==> config.mk <==
export PLATFORM = sky130hd
export DESIGN_NAME = vga_timing_window
export DESIGN_NICKNAME = d
export VERILOG_FILES = /design/src/rtl/vga_timing_window.sv
export SDC_FILE = /design/constraint.sdc
export NUM_CORES = 1
export LEC_CHECK = 0
export ABC_AREA = 1
export CORE_ASPECT_RATIO = 1.1
export CORE_MARGIN = 1.5
export CORE_UTILIZATION = 52
export CTS_CLUSTER_SIZE = 12
export DETAILED_ROUTE_END_ITERATION = 7
export HOLD_SLACK_MARGIN = 0.15
export PLACE_DENSITY = 0.79
export SETUP_SLACK_MARGIN = 0.02
export SKIP_LAST_GASP = 1
export SYNTH_ARGS = -nofsm -noshare
export SYNTH_HDL_FRONTEND = slang
export SYNTH_SLANG_ARGS = --single-unit
==> constraint.sdc <==
create_clock -name Clock_25 -period 2.35 [get_ports Clock_25]
set_clock_uncertainty 0.1 [all_clocks]
set_input_delay 0.235 -clock Clock_25 [delete_from_list [all_inputs] [get_ports Clock_25]]
set_output_delay 0.235 -clock Clock_25 [all_outputs]
set_load 0.01 [all_outputs]
==> src/rtl/vga_timing_window.sv <==
`timescale 1ns/1ps
// ---------------------------------------------------------------------------
// vga_timing_window
// Parametrised VGA raster generator with a windowed framebuffer reader for the
// 25 MHz pixel domain. A WIN_W x WIN_H video memory is placed at (WIN_X, WIN_Y)
// inside the active area. Everything outside the window but inside the active
// area shows BORDER_COLOR. Porches and sync are black.
//
// The sync, enable, frame-start and colour outputs all lag the raw counters by
// MEM_LAT+2 cycles:
//   1 cycle      counter -> registered read address
//   MEM_LAT      memory read latency
//   1 cycle      output register
//
// Ports:
//   Clock_25        in   pixel clock
//   Reset           in   asynchronous, active-high
//   oReadAddress    out  video memory read address (registered)
//   iColor          in   memory data, valid MEM_LAT cycles after its address
//   oColor          out  pixel to DAC/pins ({R,G,B} for COLOR_W=3)
//   oHSync          out  horizontal sync, active level SYNC_POL
//   oVSync          out  vertical sync, active level SYNC_POL
//   oDisplayEnable  out  high during active pixels, aligned with oColor
//   oFrameStart     out  one-cycle pulse aligned with output pixel (0,0)
//   oHCount         out  raw horizontal counter (unaligned, debug)
//   oVCount         out  raw vertical counter (unaligned, debug)
// ---------------------------------------------------------------------------
module vga_timing_window #(
   parameter int H_ACTIVE     = 640,
   parameter int H_FP         = 16,
   parameter int H_SYNC       = 96,
   parameter int H_BP         = 48,
   parameter int V_ACTIVE     = 480,
   parameter int V_FP         = 10,
   parameter int V_SYNC       = 2,
   parameter int V_BP         = 33,
   parameter bit SYNC_POL     = 1'b0,
   parameter int WIN_X        = 192,
   parameter int WIN_Y        = 112,
   parameter int WIN_W        = 256,
   parameter int WIN_H        = 256,
   parameter int ADDR_W       = 16,
   parameter int COLOR_W      = 3,
   parameter int MEM_LAT      = 1,
   parameter int BORDER_COLOR = 7
) (
   input  logic               Clock_25,
   input  logic               Reset,
   output logic [ADDR_W-1:0]  oReadAddress,
   input  logic [COLOR_W-1:0] iColor,
   output logic [COLOR_W-1:0] oColor,
   output logic               oHSync,
   output logic               oVSync,
   output logic               oDisplayEnable,
   output logic               oFrameStart,
   output logic [9:0]         oHCount,
   output logic [9:0]         oVCount
);

   localparam int H_TOTAL    = H_ACTIVE + H_FP + H_SYNC + H_BP;
   localparam int V_TOTAL    = V_ACTIVE + V_FP + V_SYNC + V_BP;
   localparam int H_SYNC_BEG = H_ACTIVE + H_FP;
   localparam int H_SYNC_END = H_SYNC_BEG + H_SYNC;
   localparam int V_SYNC_BEG = V_ACTIVE + V_FP;
   localparam int V_SYNC_END = V_SYNC_BEG + V_SYNC;

   localparam logic [9:0]         H_LAST = 10'(H_TOTAL - 1);
   localparam logic [9:0]         V_LAST = 10'(V_TOTAL - 1);
   localparam logic [COLOR_W-1:0] BORDER = COLOR_W'(BORDER_COLOR);

   // ---- elaboration-time parameter checks ----
   if (WIN_X + WIN_W > H_ACTIVE) begin : g_err_win_x
      $error("vga_timing_window: WIN_X + WIN_W exceeds H_ACTIVE");
   end
   if (WIN_Y + WIN_H > V_ACTIVE) begin : g_err_win_y
      $error("vga_timing_window: WIN_Y + WIN_H exceeds V_ACTIVE");
   end
   if (ADDR_W > 32 || (64'(WIN_W) * 64'(WIN_H)) > (64'd1 << ADDR_W)) begin : g_err_addr
      $error("vga_timing_window: window does not fit in ADDR_W address bits");
   end
   if (MEM_LAT < 1) begin : g_err_lat
      $error("vga_timing_window: MEM_LAT must be at least 1");
   end
   if (H_TOTAL > 1024 || V_TOTAL > 1024) begin : g_err_cnt
      $error("vga_timing_window: totals exceed the 10-bit counters");
   end

   // Per-pixel flags carried down the alignment delay line.
   typedef struct packed {
      logic win;
      logic de;
      logic hs;   // 1 = sync active (polarity applied at the pins)
      logic vs;
      logic fs;
   } flags_t;

   logic [9:0]  hcnt, vcnt;
   logic [31:0] h32, vcnt32;
   flags_t      raw;
   logic [ADDR_W-1:0]  addr_next;
   logic [COLOR_W-1:0] color_next;
   flags_t      pipe [MEM_LAT+1];

   // ---- stage 0: raster counters ----
   // NOTE: state registers use non-blocking assignments so every flop samples
   // the pre-edge values of the others; blocking here would create order races.
   always_ff @(posedge Clock_25 or posedge Reset) begin
      if (Reset) begin
         hcnt <= '0;
         vcnt <= '0;
      end else if (hcnt == H_LAST) begin
         hcnt <= '0;
         vcnt <= (vcnt == V_LAST) ? '0 : vcnt + 10'd1;
      end else begin
         hcnt <= hcnt + 10'd1;
      end
   end

   assign h32    = 32'(hcnt);
   assign vcnt32 = 32'(vcnt);

   // NOTE: every signal written here gets a default first, so no path leaves
   // it unassigned and no latch is inferred.
   always_comb begin
      raw       = '0;
      addr_next = '0;
      raw.de    = (h32 < H_ACTIVE) && (vcnt32 < V_ACTIVE);
      raw.hs    = (h32 >= H_SYNC_BEG) && (h32 < H_SYNC_END);
      raw.vs    = (vcnt32 >= V_SYNC_BEG) && (vcnt32 < V_SYNC_END);
      raw.fs    = (hcnt == '0) && (vcnt == '0);
      raw.win   = raw.de
                  && (h32 >= WIN_X) && (h32 < WIN_X + WIN_W)
                  && (vcnt32 >= WIN_Y) && (vcnt32 < WIN_Y + WIN_H);
      // Row-major offset inside the window; WIN_W need not be a power of two.
      if (raw.win)
         addr_next = ADDR_W'((vcnt32 - WIN_Y) * WIN_W + (h32 - WIN_X));
   end

   // ---- stage 1: read address plus alignment delay line ----
   // pipe[i] holds the raw flags delayed by i+1 cycles, so pipe[MEM_LAT] lines
   // up with iColor for the same pixel.
   // NOTE: the delay line is reset element by element; a cleared line is what
   // guarantees inactive sync/enable until real pixels arrive after Reset.
   always_ff @(posedge Clock_25 or posedge Reset) begin
      if (Reset) begin
         oReadAddress <= '0;
         for (int i = 0; i <= MEM_LAT; i++) pipe[i] <= '0;
      end else begin
         oReadAddress <= addr_next;
         pipe[0]      <= raw;
         for (int i = 1; i <= MEM_LAT; i++) pipe[i] <= pipe[i-1];
      end
   end

   // ---- output stage ----
   always_comb begin
      color_next = '0;
      if (pipe[MEM_LAT].win)
         color_next = iColor;
      else if (pipe[MEM_LAT].de)
         color_next = BORDER;
   end

   always_ff @(posedge Clock_25 or posedge Reset) begin
      if (Reset) begin
         oColor         <= '0;
         oDisplayEnable <= 1'b0;
         oFrameStart    <= 1'b0;
         oHSync         <= ~SYNC_POL;
         oVSync         <= ~SYNC_POL;
      end else begin
         oColor         <= color_next;
         oDisplayEnable <= pipe[MEM_LAT].de;
         oFrameStart    <= pipe[MEM_LAT].fs;
         oHSync         <= pipe[MEM_LAT].hs ? SYNC_POL : ~SYNC_POL;
         oVSync         <= pipe[MEM_LAT].vs ? SYNC_POL : ~SYNC_POL;
      end
   end

   assign oHCount = hcnt;
   assign oVCount = vcnt;

endmodule
# After elaboration in Yosys (flattened, before gate mapping)
# Cells that the tools add are included.
# classes
order_cmp	10
reduce_logical	10
n_eq_ne	2
mux	7
addsub	5
# op_table
op	n
$lt 10x9->1 const B	4
$add 10x1->10 const B	2
$eq 10x10->1 const B	2
$logic_not 10->1	2
$lt 10x10->1 const B	2
$mux 10	2
$add 16x11->16	1
$mux 16	1
$sub 10x8->11 const B	1
$ge 10x10->1 const B	1
$ge 10x7->1 const B	1
$ge 10x8->1 const B	1
$ge 10x9->1 const B	1
$logic_and 1x1->1	8
$sub 8x7->8 const B	1
$mux 3	2
$mux 1	2
# word_totals
output_inout_bits	43
elab_cells	52
reg_bits	53
inputBits	5

# Depth between registers and ports, before layout
# Gate-level depths: netlist (run 1).
# depth
word_depth	7
ltp_mapped	13
ltp_nobuf	13

# Worst setup path after synthesis (run 1)
# Ideal clock, no wire load.
# synth_path
path_kind	reg-to-reg
from	register hcnt[6], in the netlist oHCount[6]
to	register oReadAddress[12]
synth_period_minus_slack_ps	2128
t_required_ps	2131
n_path_buf	0
path_slack_ps	222
stages_incl_launch_ff	12
t_arrival_ps	1909
setup_time_ps	119
path_cell_list	dfrtp_1 ha_1 inv_1 nand2_1 nand2_1 ha_1 inv_1 fa_1 nor2_1 nand2_1 a21oi_1 nor2_1
# synth_between
elab_chain_len	7
elab_cells_between_ends	11
cone_classes	2 x add/sub; 3 x order compare; 1 x mux; 5 x reduce/logical
# synth_lines
element	line	rtl
from (decl)	97	logic [9:0] hcnt, vcnt;
from (signal assigned)	115	hcnt <= hcnt + 10'd1;
parallel branches: the longest is 6 deep, another holds $add 16x11->16	-	
$mux 16 (*)	135	if (raw.win)
via addr_next[12]	100	logic [ADDR_W-1:0] addr_next;
to (signal assigned)	149	oReadAddress <= addr_next;
to (decl)	49	output logic [ADDR_W-1:0] oReadAddress,
# Mark *: on every way through the listed nets, which the timed path passes.
# A chain may end at the register's enable or synchronous reset.

# Worst setup path in the final report (run 1)
# layout_path
from	register hcnt[7], in the netlist oHCount[7]
to	register oReadAddress[12]
# Same word-level chain as after synthesis.

==> results.yml, run 1 <==
status:
  status: "complete, no violations"
layout:
  final_cell_mix: "dfrtp_1 (51), nand2_1 (49), clkdlybuf4s50_1 (47)"
  layout_commonest_cell: "dfrtp_1"
  area_growth_pct: 26.20
  n_antenna_cell: 0
  fillers: 414
  fin_cells: 421
  drive_gt1_share_pct: 8.540
  nets: 382
  postLayoutCellArea_um2: 3327
setup_path:
  crit_path_end_kind: "register"
  r2r_end: "oReadAddress[12]$_DFF_PP0_"
  r2r_cells: 11
  critical_path_required_ps: 2450
  worstReg2RegStart: "oHCount[7]$_DFF_PP0_"
  critPathLaunchType: "register"
  cp.arrival_ps: 2280
  path_max_fanout: 8
  r2r_slack_ps: 170
  criticalPathCategory: "reg -> reg"
clock_network:
  clk_path_buf_depth: 2
  cts_tree: "done"
  clk-insertion-delay-late_ps: 310
  numCtsBuffers: 5
  cts.sinks: 53
  cts_root_buf: "clkbuf_8"
  cts_setup_buffers: 0
  path_clk_slew_ps: 110
  htree_levels: 2
floorplanning:
  die-width_um: 70.89
  start_util_pct: 53.45
  core_um2: 4932
  ios: 48
  dieArea_um2: 5506
  dieHeight_um: 77.68
  row_count: 27
timing:
  rsz0062_at_grt: "yes"
  timing.hold.ws_ps: 164.0
  max_freq_ghz: 0.4581
  min_period_ps: 2183
  period_share_pct: 92.89
  relSlewSlack_pct: 66.03
  maxSlewViolCount: 0
  setup_viol: 0
  hold_viol: 0
  tightest_slew_ps: 508.9
job:
  drv_cap: 0
global_route:
  grt_pass1_vias: 2136
  grt_pass1_wl_um: 9694
  antenna_found_initial: 0
  grt_max_degree: 31
  grt_overflow_total: 0
  track_usage_pct: 21.84
power:
  power.total_uw: 1490
  vdd_drop_max_uv: 252.0
  powerDensity_nw_per_um2: 447.8
  p_leak_uw: 0.001594
detailed_routing:
  drtIter0Drc: 136
  route.met2.wl_um: 2856
  routedWlPerCell_um: 13.62
  dr.pass1.iters: 4
  ant_nets: 0
  met1_length_um: 2531
  drt_drc_violations_left: 0
  maxUsedRoutingLayer: "met4"
  drt_wl_total_um: 5735
  via_per_inst: 5.349
  num_vias: 2252
  wl_met3_um: 281
place:
  io_buffers: 47
  place_congestion: 0.9177
  dp_cells: 413
  dpl_cell_area_um2: 3212
  hpwl_um: 4281
synthesis:
  ys_seq_area_share_pct: 50.40
  syn_inst: 306
  synthDominantCellAreaShare_pct: 48.41
  synth_top_cell_by_area: "dfrtp_1"
  ys_warn_count: 0
  netlist_top_cells_area: "dfrtp_1 (48%), nand2_1 (7.0%), inv_1 (6.8%)"
  synth_fp_nets: 326
  syn_area_per_cell_um2: 8.615
  synth_cell_types: 30
  ys_ff_latch: 53
  netlist_area_um2: 2636
min_path:
  hp-class: "in -> async"
worst max-delay path by stage:
stage          depth (start not counted)  slack [ps]            startpoint                         end
2_1_floorplan                         11         220  oHCount[6]$_DFF_PP0_  oReadAddress[12]$_DFF_PP0_
3_3_place_gp                          11         190  oHCount[7]$_DFF_PP0_  oReadAddress[12]$_DFF_PP0_
3_5_place_dp                          11         100  oHCount[7]$_DFF_PP0_  oReadAddress[12]$_DFF_PP0_
4_1_cts                               11          80  oHCount[7]$_DFF_PP0_  oReadAddress[12]$_DFF_PP0_
5_1_grt                               11        -0.9  oHCount[7]$_DFF_PP0_  oReadAddress[12]$_DFF_PP0_
6_report                              11         170  oHCount[7]$_DFF_PP0_  oReadAddress[12]$_DFF_PP0_
final cells by class:
class	count	area, um^2	share of cell area [%]
well taps	58	72.57	2.181
clock inverters	3	28.78	0.8650
multi-input cells	200	1117	33.58
clock buffers	5	68.82	2.068
inverters	50	190.2	5.716
flip-flops and latches	53	1329	39.94
repair buffers	52	520.5	15.64
cells by family (layout without fill, tap and decap cells):
| group | after synthesis | in the layout | share of synthesized area, % |
|---|---|---|---|
| simple gates | 148 | 148 | 26.10 |
| compound gates | 30 | 30 | 5.980 |
| fa+ha+maj | 15 | 15 | 7.404 |
| xor+xnor | 7 | 7 | 2.326 |
| buf+inv | 53 | 110 | 7.784 |
| flops | 53 | 53 | 50.40 |
per-stage QoR:
step	setup WS, ps	setup TNS, ps	utilization [%]
2_1_floorplan	222.3	0	-
3_3_place_gp	188.9	0	65.12
3_5_place_dp	99.49	0	65.12
4_1_cts	84.25	0	67.10
5_1_grt	-0.9095	-0.9095	67.45
6_report	167.1	0	67.45
report_power, final:
part / internal (uW) / total [uW] / switching [uW] / leakage [uW]
logic: 9.27 / 27.8 / 18.5 / 0.000856
clock network: 223 / 551 / 327 / 0.0000506
registers: 912 / 912 / 0 / 0.000688
repair_timing:
item                       in CTS  in global routing
gates resized for setup         1                  5
setup endpoints to repair       1                  3
hold buffers                    0                  0
pin swaps                       0                  1
routing by layer:
metal | global-route usage, % | vias to the layer above
li1 | - | 1093
met1 | 29.48 | 1087
met2 | 36.17 | 66
met3 | 3.896 | 6
met4 | 6.226 | 0
met5 | 0 | -
cells in the mapped netlist (all sizes together):
master	number
dfrtp	51
nand2	51
inv	50
nor2	46
nand3	23
a21oi	15
ha	14
nor3	14
o21ai	11
nand4	10
xor2	6
buf	3
dfstp	2
nand3b	2
nor4	2
a211oi	1
a31oi	1
fa	1
o21bai	1
o22ai	1
xnor2	1
registers in the layout (all words and copies together), names as in the netlist:
| register | count |
|---|---|
| oReadAddress | 16 |
| oHCount | 10 |
| oVCount | 10 |
| pipe | 10 |
| oColor | 3 |
| oDisplayEnable | 1 |
| oFrameStart | 1 |
| oHSync | 1 |
| oVSync | 1 |
critical path: stages, from the launching register on:
cell and delay (ps):
dfrtp_1 470, ha_4 220, inv_4 90, nand2_1 60, nand2_1 60, ha_1 160
inv_1 60, fa_1 400, nor2_2 160, nand2_1 90, a21oi_1 140, nor2_1 60
(Power assumes the default switching activity.)
==> run 2, diff against run 1 <==
--- a/config.mk
+++ b/config.mk
@@ -6,6 +6,7 @@
 export NUM_CORES = 1
 export LEC_CHECK = 0
 export ABC_AREA = 1
+export CAP_MARGIN = 25
 export CORE_ASPECT_RATIO = 1.1
 export CORE_MARGIN = 1.5
 export CORE_UTILIZATION = 52
==> results of run 2 <==
The final DEF is identical to that of run 1; final timing and power are the same.
==> run 3, diff against run 2 <==
--- a/config.mk
+++ b/config.mk
@@ -12,7 +12,7 @@
 export CORE_UTILIZATION = 52
 export CTS_CLUSTER_SIZE = 12
 export DETAILED_ROUTE_END_ITERATION = 7
-export HOLD_SLACK_MARGIN = 0.15
+export HOLD_SLACK_MARGIN = 0.03
 export PLACE_DENSITY = 0.79
 export SETUP_SLACK_MARGIN = 0.02
 export SKIP_LAST_GASP = 1
==> results of run 3 <==
The final DEF is identical to that of run 1; final timing and power are the same.
